### config.mk
export PLATFORM = sky130hd
export DESIGN_NAME = mem_port_arbiter
export DESIGN_NICKNAME = d
export VERILOG_FILES = /design/src/rtl/mem_port_arbiter.sv
export SDC_FILE = /design/constraint.sdc
export NUM_CORES = 1
export LEC_CHECK = 0
export ABC_AREA = 1
export BUFFER_PORTS_ARGS = -buffer_cell sky130_fd_sc_hd__buf_4
export CAP_MARGIN = 25
export CORE_MARGIN = 2
export CORE_UTILIZATION = 44
export DETAILED_ROUTE_END_ITERATION = 8
export PLACE_DENSITY = 0.77
export SETUP_SLACK_MARGIN = 0.3
export SYNTH_ARGS = -nofsm -noshare
export SYNTH_HDL_FRONTEND = slang
export SYNTH_SLANG_ARGS = --single-unit
### constraint.sdc
create_clock -name i_clk -period 1.6 [get_ports i_clk]
set_clock_uncertainty 0.1 [all_clocks]
set_input_delay 0.32 -clock i_clk [delete_from_list [all_inputs] [get_ports i_clk]]
set_output_delay 0.32 -clock i_clk [all_outputs]
set_load 0.03 [all_outputs]
### src/rtl/mem_port_arbiter.sv
// Arbitrates fetch and data requests onto one single-port memory.
// Define MEM_ARB_RR_EN for round-robin instead of data-first priority.
module mem_port_arbiter #(
  parameter int WORD_SIZE = 32,
  parameter int TIMEOUT   = 16,
  parameter logic [WORD_SIZE-1:0] ERR_DATA = 32'h0000_0013
) (
  input  logic                 i_clk,
  input  logic                 i_rst,
  input  logic                 i_IfReq,
  input  logic [WORD_SIZE-1:0] i_IfAddr,
  output logic                 o_IfGnt,
  output logic                 o_IfRvalid,
  output logic [WORD_SIZE-1:0] o_IfRdata,
  input  logic                 i_DmReq,
  input  logic                 i_DmWen,
  input  logic [WORD_SIZE-1:0] i_DmAddr,
  input  logic [WORD_SIZE-1:0] i_DmWdata,
  output logic                 o_DmGnt,
  output logic                 o_DmRvalid,
  output logic [WORD_SIZE-1:0] o_DmRdata,
  output logic                 o_MemReq,
  output logic                 o_MemWen,
  output logic [WORD_SIZE-1:0] o_MemAddr,
  output logic [WORD_SIZE-1:0] o_MemWdata,
  input  logic                 i_MemGnt,
  input  logic                 i_MemRvalid,
  input  logic [WORD_SIZE-1:0] i_MemRdata,
  output logic                 o_Err
);

  typedef enum logic [1:0] {
    S_IDLE,
    S_ISSUE,
    S_WAIT
  } state_t;

  localparam logic [7:0] TMO_LAST = 8'(TIMEOUT - 1);

  state_t               state_q, state_d;
  logic [7:0]           cnt_q;
  logic [WORD_SIZE-1:0] addr_q, wdata_q;
  logic                 wen_q, own_dm_q;
  logic                 if_rv_q, dm_rv_q, err_q;
  logic [WORD_SIZE-1:0] if_rd_q, dm_rd_q;
  logic                 pick_dm, gnt_any;
  logic                 wr_done, rd_done, tmo;

`ifdef MEM_ARB_RR_EN
  logic last_dm_q;
  // both requesting: the side not served last wins
  assign pick_dm = i_DmReq & (~i_IfReq | ~last_dm_q);
`else
  assign pick_dm = i_DmReq;
`endif

  assign gnt_any = (state_q == S_IDLE) & ~i_rst
                 & (i_IfReq | i_DmReq);
  assign o_DmGnt = gnt_any & pick_dm;
  assign o_IfGnt = gnt_any & ~pick_dm;

  assign wr_done = (state_q == S_ISSUE) & i_MemGnt & wen_q;
  assign rd_done = (state_q == S_WAIT) & i_MemRvalid;
  assign tmo     = (state_q == S_WAIT) & ~i_MemRvalid
                 & (cnt_q == TMO_LAST);

  assign o_MemReq   = (state_q == S_ISSUE);
  assign o_MemWen   = o_MemReq & wen_q;
  assign o_MemAddr  = o_MemReq ? addr_q : '0;
  assign o_MemWdata = o_MemReq ? wdata_q : '0;
  assign o_IfRvalid = if_rv_q;
  assign o_IfRdata  = if_rd_q;
  assign o_DmRvalid = dm_rv_q;
  assign o_DmRdata  = dm_rd_q;
  assign o_Err      = err_q;

  always_comb begin
    state_d = state_q;
    unique case (state_q)
      S_IDLE:  if (gnt_any) state_d = S_ISSUE;
      S_ISSUE: if (i_MemGnt)
                 state_d = wen_q ? S_IDLE : S_WAIT;
      S_WAIT:  if (rd_done | tmo) state_d = S_IDLE;
      default: state_d = S_IDLE;
    endcase
  end

  always_ff @(posedge i_clk) begin
    if (i_rst) begin
      state_q  <= S_IDLE;
      cnt_q    <= '0;
      addr_q   <= '0;
      wdata_q  <= '0;
      wen_q    <= 1'b0;
      own_dm_q <= 1'b0;
      if_rv_q  <= 1'b0;
      dm_rv_q  <= 1'b0;
      if_rd_q  <= '0;
      dm_rd_q  <= '0;
      err_q    <= 1'b0;
`ifdef MEM_ARB_RR_EN
      last_dm_q <= 1'b0;
`endif
    end else begin
      state_q <= state_d;
      if_rv_q <= 1'b0;
      dm_rv_q <= 1'b0;
      err_q   <= tmo;
      if (gnt_any) begin
        addr_q   <= pick_dm ? i_DmAddr : i_IfAddr;
        wen_q    <= pick_dm & i_DmWen;
        wdata_q  <= pick_dm ? i_DmWdata : '0;
        own_dm_q <= pick_dm;
`ifdef MEM_ARB_RR_EN
        last_dm_q <= pick_dm;
`endif
      end
      if ((state_q == S_ISSUE) & i_MemGnt)
        cnt_q <= '0;
      else if (state_q == S_WAIT)
        cnt_q <= cnt_q + 8'd1;
      if (wr_done) begin
        dm_rv_q <= 1'b1;
        dm_rd_q <= '0;
      end
      // real data beats the timeout on the same cycle
      if (rd_done | tmo) begin
        if (own_dm_q) begin
          dm_rv_q <= 1'b1;
          dm_rd_q <= rd_done ? i_MemRdata : ERR_DATA;
        end else begin
          if_rv_q <= 1'b1;
          if_rd_q <= rd_done ? i_MemRdata : ERR_DATA;
        end
      end
    end
  end

endmodule
==> results of run 1 <==
kinds of logic after synthesis:
group / count (synthesis) / synth area share, %
muxes: 32 / 5.58
DFF: 143 / 44.3
adders and majority gates: 1 / 0.194
AOI/OAI and AO/OA: 144 / 11.2
buffers and inverters: 159 / 9.63
and+or+nand+nor: 435 / 28.9
xor gates and xnor gates: 1 / 0.136
stage by stage:
step | hold WS (ps) | TNS, ps | area (um2) | worst slack [ps] | utilization, %
after CTS | 2.17 | -37050 | 12100 | -437 | 83.9
after detailed placement | 343 | -133 | 9470 | -114 | 65.7
after global placement | 340 | -99.3 | 9470 | -94.0 | 65.7
after floorplan | 333 | -5280 | 7040 | -162 | -
repair_timing:
item / CTS
hold buffers: 8
setup buffers: 41
endpoints found under the hold margin: 8
resized for setup: 217
endpoints found under the setup margin: 276
pin swaps: 40
gates cloned: 30
==> metrics.txt, run 1 <==
outcome aborted with a tool error; failing step global routing (5_1_grt); first error [ERROR DPL-0038] Utilization greater than 100%, impossible to legalize; CTS Buf Count 17; Synth area leaders dfxtp_1 44%, nand2_1 13%, a21oi_1 8.0%; Seq/Total Area, Yosys 44.3%; CTS root buf clkbuf_16; chip height 125 um; most common cell in the netlist nand2_1; placed insts roughly 1.3k; dominant cell type by area after synthesis dfxtp_1; post-GRT worst EP o_IfGnt; number of flops mapped to enable cells by yosys 0; FP Rows 44; Worst EP Category output port; number of buffers added on ports roughly 270; Die X 125 um; commonest cells in the netlist 219 x nand2_1, 143 x dfxtp_1, 103 x a21oi_1; H-tree lvl count 4; Syn Nets 1051; share of the synthesized area in the top cell type 44.3%; starting density of the core 44.8%; HPWL after DPL approximately 14000 um; ys async rst share 0%; mean post-synth cell area 7.06 um2; Cell Area, Synth 6460 um2; ys flop type dfxtp_1; flops & latches, synth 143; largest net degree at the start of global routing 64; Synth Instances 915; last weighted congestion value of the routability-driven placer just over 0.8; # IOs 270; clk sinks 143; synth warn 0; post-synthesis cell type count 25; clock tree buffer depth 2
==> run 2: changes to the inputs <==
--- a/config.mk
+++ b/config.mk
@@ -9,10 +9,9 @@
 export BUFFER_PORTS_ARGS = -buffer_cell sky130_fd_sc_hd__buf_4
 export CAP_MARGIN = 25
 export CORE_MARGIN = 2
-export CORE_UTILIZATION = 44
+export CORE_UTILIZATION = 30
 export DETAILED_ROUTE_END_ITERATION = 8
-export PLACE_DENSITY = 0.77
-export SETUP_SLACK_MARGIN = 0.3
+export PLACE_DENSITY_LB_ADDON = 0.15
 export SYNTH_ARGS = -nofsm -noshare
 export SYNTH_HDL_FRONTEND = slang
 export SYNTH_SLANG_ARGS = --single-unit
==> constraint.sdc (replaced) <==
create_clock -name i_clk -period 2.1 [get_ports i_clk]
set_clock_uncertainty 0.1 [all_clocks]
set_input_delay 0.42 -clock i_clk [delete_from_list [all_inputs] [get_ports i_clk]]
set_output_delay 0.42 -clock i_clk [all_outputs]
set_load 0.03 [all_outputs]
==> run 2 against run 1 <==
Net effect: synthesized cell count unchanged; the flow now finishes without violations; area after synthesis unchanged.
==> metrics.txt, run 2 <==
outcome complete, no violations; Die X 151 um; Max-slew headroom 55.8%; Syn Nets roughly 1.1k; # IOs 270; drc violations 0; min-delay src i_DmWdata[5]; setup violators final 0; Inserted Diodes 0; MaxCap Viol Count 0; Req. time, crit path 1580 ps; number of flops mapped to enable cells by yosys 0; FF+latch area ~2900 um2; number of buffers added on ports roughly 270; H-tree lvl count 4; HPWL after DPL approximately 14000 um; last weighted congestion value of the routability-driven placer 0.750; area of the multi-input gates 3040 um2; RSZ-0062 raised after global routing true; chip height around 150 um; Hold Vio Cnt, Final 0; Synth area leaders dfxtp_1 44%, nand2_1 13%, a21oi_1 8.0%; CTS tree yes; die area between 20000 and 25000 um2; largest net degree at the start of global routing 99; DR pass1 iterations 4; crit path from state_q[1]; clock tree buffer depth 2; fraction of layout cells with a size suffix above 1 33.4%; commonest non-fill, non-tap cells in the layout 285 x buf_4, 219 x nand2_1, 141 x dfxtp_1, 103 x a21oi_1, 95 x nand3_1; vias after detailed routing 6738; worst setup margin 38.8 ps; hold_buf cts 0; Antenna Nets Post-Route 0; Max VDD drop around 0.00051 V; post-route minimum period 2060 ps; Slew Viols, Final 0; share of the synthesized area in the top cell type between 40 and 50%; GRT overflow 0; Clock Pin Slew Worst Setup and Hold Paths around 70 ps; global-route wire length before repair 31900 um; Leak just over 4 nW; commonest cells in the netlist 219 x nand2_1, 143 x dfxtp_1, 103 x a21oi_1; NumNets Final 1296; FP Rows 53; clk_lat worst skew 410 ps; initial antenna violation count 0; CTS root buf clkbuf_16; Starting DRT DRC Count 250; most common cell after layout, fill and taps aside buf_4; DR vias/cell 4.65; clk sinks 143; delay of the slowest cell on the worst path between 300 and 400 ps; post-synthesis cell type count 25; Startpoint Class flop; ys flop type dfxtp_1; kind of critical path flop to output pin; mean post-synth cell area 7.06 um2; worst path arrival time 1540 ps; Tcrit/Tclk final 98.2%; GRT Total Usage 17.6%; final WL approximately 21000 um; wire per inst 14.3 um; worst-path maximum fanout 36; Hold Crit Class input port to flop; ys async rst share 0%; most common cell in the netlist nand2_1; CP dominant cell by count buf_4; CTS Buf Count 17; Post-Layout Cell Count 1448; CP max stage cell dfxtp_4; Layout area overhead 46.9%; Seq/Total Area, Yosys 44.3%; placed insts 1410; dominant cell type by area after synthesis dfxtp_1; total chip power 6.92 mW; via count of the first global-routing pass 6252; worst hold slack 101 ps; core box area 21100 um2; Max Fclk about 490 MHz; fill cell count 2216; Setup crit end kind output pin; worst r2r src state_q[1]; flops & latches, synth between 100 and 150; Cell Pwr Density 729 nW/um2; synth warn 0; Cell Area, Synth 6460 um2; Synth Instances 915; Slew @ Worst Pin 663 ps; starting density of the core 30.6%; Critical Path, Cell by Cell buf_4 > nor2_4 > inv_2 > buf_12 > nor2_1 > buf_4; worst slack, placed 146 ps
## run 2: metal layers
layer | part of all wire [%] | track usage [%] | up-vias | routed length [um]
met3 | 8.7 | 5.76 | 20 | 1790
met2 | 45 | 28.0 | 221 | 9360
met4 | 1.8 | 5.09 | 0 | 371
met5 | 0 | 0 | - | 0
met1 | 44 | 22.8 | 3039 | 9130
li1 | - | - | 3458 | -
## run 2: report_power, final
part	internal, mW	switching, mW
combinational	0.425	0.573
clock	1.84	1.24
sequential	2.81	0.0394
## run 2: worst paths after layout
check,end,slack (ps),cells after the start
max,o_MemWdata[20],40,6
min,wdata_q[5],100,3
max reg2reg,o_DmRdata[24],230,9
min reg2reg,o_IfRdata[0],350,2
## run 2: cells by family after synthesis
logic type	synth area share, %
flip-flops	44.3
AO/OA/AOI/OAI	11.2
AND/OR/NAND/NOR	28.9
adder cells (fa/ha/maj)	0.194
multiplexers	5.58
XOR/XNOR	0.136
buffers and inverters	9.63
## run 2: final cells by class
| type | count | area share (%) |
|---|---|---|
| Clock buffer | 19 | 4.77 |
| Clock inverter | 13 | 1.58 |
| Inverter | 90 | 3.56 |
| Multi-Input combinational cell | 613 | 32.0 |
| Sequential cell | 143 | 30.2 |
| Tap cell | 275 | 3.63 |
| Timing Repair Buffer | 295 | 24.2 |
## run 2: timing repair
| action | in CTS | in global routing |
|---|---|---|
| pin swaps | 3 | 1 |
| gates resized for setup | 15 | 20 |
| setup buffers | 6 | 0 |
| endpoints found under the setup margin | 67 | 58 |
| gates cloned | 0 | 0 |
## run 2: critical path: cells and delay by family, from the launching register on
kind / cells / cell delay [ps]
and+or+nand+nor: 2 / 210
DFF: 1 / 350
buffers and inverters: 4 / 550
## run 2: per-stage QoR
| step | cell area (um2) | setup TNS, ps | util (%) |
|---|---|---|---|
| after floorplan | 6460 | -4220 | - |
| after global placement | 8730 | 0 | 41.4 |
| after detailed placement | 8730 | 0 | 41.4 |
| after CTS | 9430 | 0 | 44.7 |
| after global routing | 9490 | -417 | 45.0 |
| final | 9490 | 0 | 45.0 |
Power figures use the tool's default switching activity.
==> run 3: changes to the inputs <==
--- a/config.mk
+++ b/config.mk
@@ -5,7 +5,6 @@
 export SDC_FILE = /design/constraint.sdc
 export NUM_CORES = 1
 export LEC_CHECK = 0
-export ABC_AREA = 1
 export BUFFER_PORTS_ARGS = -buffer_cell sky130_fd_sc_hd__buf_4
 export CAP_MARGIN = 25
 export CORE_MARGIN = 2
==> run 3 against run 2 <==
Net effect: the run now ends with negative setup slack left; sequential power is 4% higher; register-to-register slack better by 30 ps; critical path depth is 1 lower; first-iteration DRC count is 0.80% lower; largest power group unchanged.
==> metrics.txt, run 3 <==
outcome complete, but fails checks; CTS Buf Count 17; Critical Path, Cell by Cell nor2b_4 > buf_6 > clkbuf_16 > and2_1 > buf_6; worst r2r src cnt_q[0]; Slew Viols, Final 0; commonest cells in the netlist 143 x dfxtp_1, 66 x and2_1, 62 x a22o_1; Post-Layout Cell Count 1094; total chip power 7.35 mW; hold path depth 2; CTS tree yes; Hold Crit Class input port to flop; wire per inst 17.4 um; GRT Total Usage 18.5%; global-route wire length before repair 28900 um; worst path arrival time 1590 ps; commonest non-fill, non-tap cells in the layout 231 x buf_4, 141 x dfxtp_1, 62 x a22o_1, 61 x buf_6, 48 x nor2_1; final WL 19000 um; Starting DRT DRC Count about 250; post-route minimum period 2110 ps; fraction of layout cells with a size suffix above 1 a little over two fifths; crit path from state_q[0]; Antenna Nets Post-Route 0; fill cell count 1768; Worst Reg-to-Reg Cells 6; vias after detailed routing 5454; core box area 18600 um2; HPWL after DPL about 13000 um; Req. time, crit path around 1600 ps; via count of the first global-routing pass 5378; worst hold slack 111 ps; Cell Area, Synth 5690 um2; # IOs 270; Clock Pin Slew Worst Setup and Hold Paths 60 ps; Startpoint Class flop; Inserted Diodes 0; chip height 142 um; synth warn 0; DR vias/cell between 4 and 5; H-tree lvl count 4; FP Rows 50; Seq/Total Area, Yosys around 50%; kind of critical path flop to output pin; drc violations 0; mean post-synth cell area 9.82 um2; number of flops mapped to enable cells by yosys 0; Setup TNS -93.7 ps; flops & latches, synth 143; clk sinks 143; Hold Vio Cnt, Final 0; Synth Instances about 580; initial antenna violation count 0; starting density of the core 30.5%; Syn Nets 715; GRT overflow 0; CP max stage cell dfxtp_4; dominant cell type by area after synthesis dfxtp_1; Setup crit end kind output pin; violated checks negative setup slack; worst setup margin -11.0 ps; Die X 142 um; Layout area overhead 59.6%; Hold EP wdata_q[3]; ys flop type dfxtp_1; Max VDD drop around 0.00052 V; MaxCap Viol Count 0; Max-slew headroom 71.0%; ys async rst share 0%; NumNets Final 983; number of buffers added on ports 269; Cell Pwr Density 810 nW/um2; RSZ-0062 raised after global routing true; Slew @ Worst Pin 435 ps; Final Util 48.7%; Max Fclk 474 MHz; post-synthesis cell type count 38; share of the synthesized area in the top cell type 50.4%; die area about 20000 um2; largest net degree at the start of global routing 47; most common cell in the netlist dfxtp_1; RR Endpoint o_DmRdata[12]; DR pass1 iterations 6; worst-path maximum fanout 8; clock tree buffer depth 2; setup slack, reg-to-reg 260 ps; CP dominant cell by count buf_6; min-delay src i_DmWdata[3]; delay of the slowest cell on the worst path 370 ps; Leak 4.02 nW; Tcrit/Tclk final 101%; setup violators final 19; most common cell after layout, fill and taps aside buf_4; Synth area leaders dfxtp_1 50%, a22o_1 9.6%, and2_1 7.3%; last weighted congestion value of the routability-driven placer 0.733; CTS root buf clkbuf_16; clk_lat worst skew 420 ps; placed insts around 1.1k
==> run 3: changes by cell type in the layout (fill, tap and decap cells not counted), sizes merged, moves of 35 or more <==
cell,delta
and2,+66
o21ai,-35
nand3,-67
nand2,-217
a21oi,-66
inv,-92
a22o,+62
==> run 3: worst max path at each step <==
stage	to	slack, ps	cells past startpoint
final	o_MemWdata[29]	-10	5
after global routing	o_MemAddr[23]	-90	5
after CTS	o_MemAddr[19]	-40	4
after detailed placement	o_DmRdata[8]	240	6
after global placement	o_MemAddr[20]	260	4
after floorplan	o_MemWdata[22]	50	3
==> run 3: cells by family after synthesis <==
family | after synthesis | share of synthesized area, %
AOI/OAI and AO/OA | 177 | 23.5
xor gates and xnor gates | 5 | 0.770
adders and majority gates | 1 | 0.220
buffers and inverters | 54 | 4.23
DFF | 143 | 50.4
muxes | 29 | 5.11
and+or+nand+nor | 170 | 15.9
==> run 3: cell type report <==
class / instances / area, um2 / share of cell area (%)
clock inverters: 9 / 133 / 1.46
well taps: 234 / 293 / 3.23
flip-flops and latches: 143 / 2870 / 31.6
multi-input cells: 382 / 2660 / 29.3
repair buffers: 301 / 2640 / 29.1
inverters: 2 / 7.51 / 0.0827
clock buffers: 23 / 478 / 5.27
==> run 3: per-layer routing <==
metal / part of all wire (%) / GRT usage, % / vias to the layer above
met2: 49 / 30.8 / 243
met1: 41 / 22.1 / 2544
met3: 9.2 / 7.59 / 13
met5: 0 / 0 / -
li1: - / - / 2654
met4: 0.99 / 4.89 / 0
==> run 3: timing repair <==
item / 4_1_cts / 5_1_grt
gates resized for setup: 65 / 25
cloned: 3 / 3
pin swaps: 0 / 3
endpoints found under the setup margin: 68 / 67
hold buffers: 0 / 0
buffers inserted: 3 / 2
==> run 3: metrics by stage <==
step	setup WS (ps)	cell area, um2
2_1_floorplan	54.1	5690
3_3_place_gp	256	7980
3_5_place_dp	242	7980
4_1_cts	-40.3	8920
5_1_grt	-89.8	9070
6_report	-11.0	9070
==> run 3: report_power, final <==
part | internal, mW | switching, mW | leakage (nW) | total, mW
Clock | 1.96 | 1.12 | 0.293 | 3.09
Sequential | 2.87 | 0.0901 | 1.17 | 2.96
Combinational | 0.631 | 0.674 | 2.56 | 1.31
Total | 5.46 | 1.89 | 4.02 | 7.35
==> run 3: worst max-delay path, delay by kind of cell, from the launching register on <==
| family | cells | cell delay, ps |
|---|---|---|
| flip-flops | 1 | 370 |
| buffers and inverters | 3 | 470 |
| AND/OR/NAND/NOR | 2 | 330 |
